### config.mk
export PLATFORM = sky130hd
export DESIGN_NAME = multicycle_alu
export DESIGN_NICKNAME = d
export VERILOG_FILES = /design/src/rtl/alu_pkg.sv /design/src/rtl/multicycle_alu_seq_divider.sv /design/src/rtl/multicycle_alu.sv
export SDC_FILE = /design/constraint.sdc
export NUM_CORES = 2
export LEC_CHECK = 0
export ABC_AREA = 1
export CAP_MARGIN = 20
export CORE_AREA = 2 2 316 318
export DETAILED_ROUTE_END_ITERATION = 12
export DIE_AREA = 0 0 318 320
export DONT_BUFFER_PORTS = 1
export GPL_TIMING_DRIVEN = 0
export MAX_ROUTING_LAYER = met4
export PLACE_DENSITY = 0.85
export SLEW_MARGIN = 30
export SYNTH_ARGS = -nofsm -noshare
export SYNTH_HDL_FRONTEND = slang
export SYNTH_SLANG_ARGS = --single-unit
### constraint.sdc
create_clock -name clock -period 8.04 [get_ports clock]
set_clock_uncertainty 0.15 [all_clocks]
set_input_delay 0 -clock clock [delete_from_list [all_inputs] [get_ports clock]]
set_output_delay 0 -clock clock [all_outputs]
set_load 0.03 [all_outputs]
### src/rtl/alu_pkg.sv
// Shared definitions for the multicycle ALU: opcode map, FSM states, flag bit positions.
package alu_pkg;

    localparam logic [3:0] OP_ADD = 4'd0;
    localparam logic [3:0] OP_SUB = 4'd1;
    localparam logic [3:0] OP_CMP = 4'd2;
    localparam logic [3:0] OP_XOR = 4'd3;
    localparam logic [3:0] OP_MUL = 4'd4;
    localparam logic [3:0] OP_DIV = 4'd5;
    localparam logic [3:0] OP_MOD = 4'd6;
    localparam logic [3:0] OP_OR  = 4'd7;
    localparam logic [3:0] OP_AND = 4'd8;
    localparam logic [3:0] OP_SLT = 4'd9;
    localparam logic [3:0] OP_SLL = 4'd10;
    localparam logic [3:0] OP_SRA = 4'd11;

    typedef enum logic [1:0] {
        IDLE    = 2'd0,
        DIV_RUN = 2'd1,
        DONE    = 2'd2
    } state_t;

    localparam int NUM_FLAGS  = 6;
    localparam int FLAG_ZR    = 5;
    localparam int FLAG_NEG   = 4;
    localparam int FLAG_CARRY = 3;
    localparam int FLAG_OVF   = 2;
    localparam int FLAG_DIVZ  = 1;
    localparam int FLAG_BAD   = 0;

endpackage

### src/rtl/multicycle_alu_seq_divider.sv
// Iterative signed divider: restoring division on magnitudes, DIV_UNROLL quotient bits
// per cycle. The sign-fixed result is presented combinationally during the final iteration.
module seq_divider #(
    parameter int WIDTH      = 32,
    parameter int DIV_UNROLL = 1
) (
    input  logic             clock,
    input  logic             reset,
    input  logic             start,
    input  logic [WIDTH-1:0] dividend,
    input  logic [WIDTH-1:0] divisor,
    output logic             done,
    output logic [WIDTH-1:0] quotient,
    output logic [WIDTH-1:0] remainder
);

    localparam int N     = WIDTH / DIV_UNROLL;
    localparam int CNT_W = $clog2(N + 1);

    logic             busy;
    logic [CNT_W-1:0] cnt;
    logic [WIDTH-1:0] rem, quo, dvs_mag;
    logic             q_neg, r_neg;
    logic [WIDTH-1:0] rem_nxt, quo_nxt;
    logic [WIDTH:0]   rem_sh;
    logic [WIDTH-1:0] dvd_mag_in, dvs_mag_in;

    // Magnitude of the MIN operand wraps to 2^(WIDTH-1), which is correct read as unsigned.
    assign dvd_mag_in = dividend[WIDTH-1] ? -dividend : dividend;
    assign dvs_mag_in = divisor[WIDTH-1]  ? -divisor  : divisor;

    // DIV_UNROLL restoring steps: shift in the next dividend bit, subtract when it fits.
    always_comb begin
        rem_nxt = rem;
        quo_nxt = quo;
        rem_sh  = '0;
        for (int i = 0; i < DIV_UNROLL; i++) begin
            rem_sh  = {rem_nxt, quo_nxt[WIDTH-1]};
            quo_nxt = {quo_nxt[WIDTH-2:0], 1'b0};
            if (rem_sh >= {1'b0, dvs_mag}) begin
                rem_nxt    = rem_sh[WIDTH-1:0] - dvs_mag;
                quo_nxt[0] = 1'b1;
            end else begin
                rem_nxt = rem_sh[WIDTH-1:0];
            end
        end
    end

    assign done      = busy && (cnt == CNT_W'(1));
    assign quotient  = q_neg ? -quo_nxt : quo_nxt;
    assign remainder = r_neg ? -rem_nxt : rem_nxt;

    // Iteration counter; reset abandons any division in flight.
    always_ff @(posedge clock or posedge reset) begin
        if (reset) begin
            busy <= 1'b0;
            cnt  <= '0;
        end else if (start) begin
            busy <= 1'b1;
            cnt  <= CNT_W'(N);
        end else if (busy) begin
            cnt <= cnt - CNT_W'(1);
            if (cnt == CNT_W'(1)) begin
                busy <= 1'b0;
            end
        end
    end

    // Working registers: load magnitudes and result signs on start, then iterate.
    always_ff @(posedge clock) begin
        if (start) begin
            rem     <= '0;
            quo     <= dvd_mag_in;
            dvs_mag <= dvs_mag_in;
            q_neg   <= dividend[WIDTH-1] ^ divisor[WIDTH-1];
            r_neg   <= dividend[WIDTH-1];
        end else if (busy) begin
            rem <= rem_nxt;
            quo <= quo_nxt;
        end
    end

endmodule

### src/rtl/multicycle_alu.sv
// Multicycle ALU with valid/ready handshakes: single-cycle ops register at accept,
// DIV/MOD by a nonzero divisor run on the iterative divider.
module multicycle_alu
    import alu_pkg::*;
#(
    parameter int WIDTH      = 32,
    parameter int DIV_UNROLL = 1
) (
    input  logic             clock,
    input  logic             reset,
    input  logic             inValid,
    output logic             inReady,
    input  logic [3:0]       controlBits,
    input  logic [WIDTH-1:0] in1,
    input  logic [WIDTH-1:0] in2,
    output logic             outValid,
    input  logic             outReady,
    output logic [WIDTH-1:0] out,
    output logic             zr,
    output logic             neg,
    output logic             carry,
    output logic             ovf,
    output logic             divZero,
    output logic             badOp
);

    localparam int SH_W = $clog2(WIDTH);

    state_t                   state, state_nxt;
    logic                     ready_en;
    logic                     is_div, start_div, load_alu, load_div;
    logic signed [WIDTH-1:0]  op_a, op_b;
    logic [WIDTH:0]           sum_ext, diff_ext;
    logic signed [2*WIDTH-1:0] product;
    logic [WIDTH-1:0]         alu_res;
    logic                     alu_carry, alu_ovf, alu_divz, alu_bad;
    logic                     div_done, div_is_mod, div_ovf;
    logic [WIDTH-1:0]         div_quo, div_rem, div_res;
    logic [NUM_FLAGS-1:0]     flags;

    function automatic logic [NUM_FLAGS-1:0] make_flags(input logic [WIDTH-1:0] res,
                                                        input logic c, input logic v,
                                                        input logic dz, input logic bo);
        logic [NUM_FLAGS-1:0] f;
        f             = '0;
        f[FLAG_ZR]    = (res == '0);
        f[FLAG_NEG]   = res[WIDTH-1];
        f[FLAG_CARRY] = c;
        f[FLAG_OVF]   = v;
        f[FLAG_DIVZ]  = dz;
        f[FLAG_BAD]   = bo;
        return f;
    endfunction

    assign op_a    = $signed(in1);
    assign op_b    = $signed(in2);
    assign is_div  = ((controlBits == OP_DIV) || (controlBits == OP_MOD)) && (in2 != '0);
    assign div_res = div_is_mod ? div_rem : div_quo;

    // Single-cycle result and flags; DIV/MOD here only covers the divide-by-zero case.
    always_comb begin
        sum_ext   = {1'b0, in1} + {1'b0, in2};
        diff_ext  = {1'b0, in1} - {1'b0, in2};
        product   = (2*WIDTH)'(op_a) * (2*WIDTH)'(op_b);
        alu_res   = '0;
        alu_carry = 1'b0;
        alu_ovf   = 1'b0;
        alu_divz  = 1'b0;
        alu_bad   = 1'b0;
        case (controlBits)
            OP_ADD: begin
                alu_res   = sum_ext[WIDTH-1:0];
                alu_carry = sum_ext[WIDTH];
                alu_ovf   = (in1[WIDTH-1] == in2[WIDTH-1]) && (sum_ext[WIDTH-1] != in1[WIDTH-1]);
            end
            OP_SUB, OP_CMP: begin
                alu_res   = diff_ext[WIDTH-1:0];
                alu_carry = ~diff_ext[WIDTH];
                alu_ovf   = (in1[WIDTH-1] != in2[WIDTH-1]) && (diff_ext[WIDTH-1] != in1[WIDTH-1]);
            end
            OP_XOR: alu_res = in1 ^ in2;
            OP_MUL: begin
                alu_res = product[WIDTH-1:0];
                alu_ovf = product[2*WIDTH-1:WIDTH-1] != {(WIDTH+1){product[WIDTH-1]}};
            end
            OP_DIV: begin
                alu_res  = '1;
                alu_divz = 1'b1;
            end
            OP_MOD: begin
                alu_res  = in1;
                alu_divz = 1'b1;
            end
            OP_OR:  alu_res = in1 | in2;
            OP_AND: alu_res = in1 & in2;
            OP_SLT: alu_res = {{(WIDTH-1){1'b0}}, (op_a < op_b)};
            OP_SLL: alu_res = in1 << in2[SH_W-1:0];
            OP_SRA: alu_res = op_a >>> in2[SH_W-1:0];
            default: alu_bad = 1'b1;
        endcase
    end

    // Next state, handshake and load strobes; a take in DONE may accept a new op in the same cycle.
    always_comb begin
        state_nxt = state;
        inReady   = 1'b0;
        start_div = 1'b0;
        load_alu  = 1'b0;
        load_div  = 1'b0;
        case (state)
            IDLE: inReady = ready_en;
            DIV_RUN: begin
                if (div_done) begin
                    load_div  = 1'b1;
                    state_nxt = DONE;
                end
            end
            DONE: begin
                if (outReady) begin
                    inReady   = ready_en;
                    state_nxt = IDLE;
                end
            end
            default: state_nxt = IDLE;
        endcase
        if (inReady && inValid) begin
            if (is_div) begin
                start_div = 1'b1;
                state_nxt = DIV_RUN;
            end else begin
                load_alu  = 1'b1;
                state_nxt = DONE;
            end
        end
    end

    // State register; ready_en keeps inReady low while reset is asserted.
    always_ff @(posedge clock or posedge reset) begin
        if (reset) begin
            state    <= IDLE;
            ready_en <= 1'b0;
        end else begin
            state    <= state_nxt;
            ready_en <= 1'b1;
        end
    end

    // Per-division context needed when the quotient/remainder comes back.
    always_ff @(posedge clock) begin
        if (start_div) begin
            div_is_mod <= (controlBits == OP_MOD);
            div_ovf    <= (controlBits == OP_DIV) && (in1 == {1'b1, {(WIDTH-1){1'b0}}}) && (in2 == '1);
        end
    end

    // Output register: holds result and flags until the consumer takes them.
    always_ff @(posedge clock or posedge reset) begin
        if (reset) begin
            outValid <= 1'b0;
            out      <= '0;
            flags    <= '0;
        end else if (load_alu) begin
            outValid <= 1'b1;
            out      <= alu_res;
            flags    <= make_flags(alu_res, alu_carry, alu_ovf, alu_divz, alu_bad);
        end else if (load_div) begin
            outValid <= 1'b1;
            out      <= div_res;
            flags    <= make_flags(div_res, 1'b0, div_ovf, 1'b0, 1'b0);
        end else if (outValid && outReady) begin
            outValid <= 1'b0;
        end
    end

    assign zr      = flags[FLAG_ZR];
    assign neg     = flags[FLAG_NEG];
    assign carry   = flags[FLAG_CARRY];
    assign ovf     = flags[FLAG_OVF];
    assign divZero = flags[FLAG_DIVZ];
    assign badOp   = flags[FLAG_BAD];

    seq_divider #(
        .WIDTH      (WIDTH),
        .DIV_UNROLL (DIV_UNROLL)
    ) u_div (
        .clock     (clock),
        .reset     (reset),
        .start     (start_div),
        .dividend  (in1),
        .divisor   (in2),
        .done      (div_done),
        .quotient  (div_quo),
        .remainder (div_rem)
    );

endmodule
==> summary.md <==
| Metric | Value |
|---|---|
| EDFF count, synth | `just under 70` |
| Register bit total from synthesis | `between 100 and 150` |
| Slowest CP cell | `fa_1` |
| Synth warnings | `0` |
| First-pass GRT wire length | `408 mm` |
| Simple-gate share of the synthesized area | `0.222` |
| Largest net degree at the start of global routing | `42` |
| Worst Max-Slew Pin Slew | `between 1000 and 1500 ps` |
| Worst hold endpoint | `u_div.quo[7]` |
| Maxcap violations | `0` |
| WHS | `-56.0 ps` |
| Worst setup margin | `-246 ps` |
| Worst hold stages | `4` |
| Antenna viol nets, final | `0` |
| Startpoint Class | `input pin` |
| Xor/xnor cell area share of the yosys netlist | `0.0207` |
| Global Route Usage Sum | `0.582` |
| Adder and majority gate portion of the synthesized area | `0.447` |
| Detailed Route Iter0 Violations | `10893` |
| Clock Sinks | `between 100 and 150` |
| CP endpoint kind | `flop` |
| Slew Limit Fails | `0` |
| Final cell count without fillers | `roughly 9400` |
| Top cell by count, worst path | `fa_1` |
| Vias in the first global route | `roughly 60000` |
| Critical path class | `input pin to flop` |
| Seq/Total Area, Yosys | `0.0675` |
| Root Buffer | `clkbuf_16` |
| Reg clk slew, reported paths | `about 70 ps` |
| CP top delay family | `adder cells` |
| DRC viols | `0` |
| Flop2flop setup slack | `approximately 2900 ps` |
| RSZ-0062 raised after global routing | `true` |
| Routed WL per cell | `31.3 um` |
| WP data arrival | `8480 ps` |
| Die ar. | `between 100000 and 150000 um2` |
| Register-to-Register Path Depth | `28` |
| Buf+Inv Stages, Crit Path | `6` |
| Mapped Area | `57600 um2` |
| GRT overflow | `0` |
| FILL cells | `~8200` |
| Initial antenna violation count | `31` |
| Worst flop-to-flop path endpoint | `flags[5]` |
| Largest family of logic cells by synthesized area | `adder cells` |
| Drt first pass iters | `13` |
| Most frequent cells in the layout | `2030 x nand2_1, 1665 x inv_1, 1065 x fa_1, 373 x nor2_1, 364 x o21ai_0` |
| Floorplan row count | `roughly 120` |
| Drt total wl | `around 300 mm` |
| Proportion of layout cells with a drive suffix above 1 | `0.102` |
| Top FF cell, synth | `edfxtp_1` |
| Area growth from synthesis to final layout | `11.4%` |
| Crit-path max FO | `10` |
| Mapped Avg Cell Area | `7.25 um2` |
| Asr flop ratio synth | `0.324` |
| Skew-Pair Late Insertion Delay | `roughly 460 ps` |
| Final Hold Vio Count | `1` |
| Commonest non-fill, non-tap cell in the layout | `nand2_1` |
| Post-route clock period utilization | `1.03` |
| CTS tree | `yes` |
| Post-Syn Instances | `about 8000` |
| Die width | `approximately 320 um` |
| Core Area | `slightly below 100000 um2` |
| Mux contribution to synthesized area | `0.000696` |
| CTS H-tree depth | `4` |
| Hold/Removal Path Class | `input pin to flop` |
| Vias per cell | `~6.6` |
| CP Data Required Time | `between 8000 and 9000 ps` |
| Distinct cells, synth | `64` |
| Chip height | `320 um` |
| I/O pins | `roughly 110` |
| TritonCTS Buffers | `17` |
| Nets | `9563` |
| Post-synthesis compound-gate area fraction | `0.101` |
| Failing checks | `negative hold slack, negative setup slack` |
| Largest stage delay, worst path | `around 660 ps` |
| Minimum clock period | `8290 ps` |
| Fmax | `121 MHz` |
| Clock Path Buffers | `2` |
| Syn nets | `~9400` |
| Hold_sp | `in1[7]` |
| # setup viols final | `2` |
| # port buffers | `0` |
| DR vias | `a little over 60000` |
| Worst R2R Start | `u_div.dvs_mag[28]` |
| Status | `finished with violations` |
| Cells after DPL | `9237` |
| Post-detail-place hpwl | `240 mm` |
| Routability congestion estimate | `approximately 1.2` |
| Initial Util | `0.587` |
| Worst slew margin | `0.195` |
==> kinds of logic after synthesis <==
family,after synthesis
AND/OR/NAND/NOR,3090
AO/OA/AOI/OAI,1028
buffers and inverters,2126
XOR/XNOR,136
adder cells (fa/ha/maj),1406
other,1
flip-flops,148
multiplexers,4
==> metrics by stage <==
stage	util	instance area, um2	setup slack (ps)	hold slack [ps]	TNS (ps)
final	0.655	64100	-246	-56.0	-425
after global routing	0.654	64100	-234	-0.886	-372
after CTS	0.638	62500	0.556	0.0538	0
after detailed placement	0.606	59400	-3460	-157	-41810
after global placement	0.604	59200	-4190	-62.1	-58310
after floorplan	-	57600	56.9	-63.7	0
==> worst reg2reg max path, delay by kind of cell, from the launching register on <==
kind            cells  cell delay (ps)
fa+ha+maj           2              630
compound gates      4             1000
simple gates       18             2270
buf+inv             4              720
flops               1              370
==> worst max-delay path by stage <==
stage,start,endpoint,slack (ps),cells after the start
2_1_floorplan,in1[31],flags[2],60,36
3_3_place_gp,in1[17],flags[5],-4190,29
3_5_place_dp,in2[3],flags[5],-3460,37
4_1_cts,in1[31],flags[2],0.6,37
5_1_grt,in2[13],flags[2],-230,39
6_report,in1[25],flags[2],-250,33
==> synth_stat cells, types with 18 or more instances <==
| master | instances | share of area |
|---|---|---|
| clkbuf_1 | 293 | 0.019 |
| a21oi_1 | 333 | 0.029 |
| xor2_1 | 106 | 0.016 |
| fa_1 | 1085 | 0.38 |
| nor3_1 | 74 | 0.0064 |
| buf_1 | 84 | 0.0055 |
| nand2_2 | 38 | 0.0041 |
| nand4_1 | 65 | 0.0071 |
| nor2_1 | 411 | 0.027 |
| nand3_1 | 302 | 0.026 |
| o221ai_1 | 24 | 0.0037 |
| nand2_1 | 2077 | 0.14 |
| edfxtp_1 | 68 | 0.035 |
| ha_1 | 321 | 0.070 |
| dfrtp_1 | 48 | 0.021 |
| a31oi_1 | 24 | 0.0026 |
| dfxtp_1 | 32 | 0.011 |
| or2_2 | 20 | 0.0022 |
| o211ai_1 | 34 | 0.0044 |
| nor4_1 | 31 | 0.0034 |
| xnor2_1 | 30 | 0.0046 |
| inv_2 | 18 | 0.0012 |
| o22ai_1 | 49 | 0.0053 |
| inv_1 | 1697 | 0.11 |
| o21ai_0 | 409 | 0.036 |
| o21bai_1 | 20 | 0.0026 |
==> layer usage <==
| metal | GRT usage | wire, um |
|---|---|---|
| met1 | 0.683 | 97700 |
| met2 | 0.750 | 110000 |
| met3 | 0.307 | 55900 |
| met4 | 0.425 | 31100 |
| met5 | - | 0 |
==> area by class of cell <==
| class | instances | area, um2 | area share |
|---|---|---|---|
| buffer | 404 | 3120 | 0.0487 |
| multi-input combinational | 5665 | 47000 | 0.733 |
| timing repair buffer | 129 | 1270 | 0.0198 |
| tap | 1287 | 1610 | 0.0251 |
| clock inverter | 15 | 175 | 0.00273 |
| sequential | 148 | 3880 | 0.0605 |
| antenna | 46 | 115 | 0.00179 |
| clock buffer | 17 | 425 | 0.00663 |
| inverter | 1720 | 6510 | 0.102 |
==> state kept, by name (all words and copies together) (netlist names) <==
name and flops:
u_div.rem 32, div_is_mod 1, ready_en 1, u_div.dvs_mag 32, u_div.cnt 6, flags 6, state 2, u_div.quo 32
div_ovf 1, u_div.r_neg 1, u_div.busy 1, out 31, outValid 1, u_div.q_neg 1
==> timing repair <==
action	in CTS	in global routing
pin swaps	45	89
buffers inserted	38	53
endpoints found under the setup margin	24	6
hold buffers	21	1
endpoints found under the hold margin	66	1
gates resized for setup	669	371
gates cloned	0	5
Power is not shown: default switching activity piles up to over one toggle a cycle in this logic, so the estimate is an artifact.
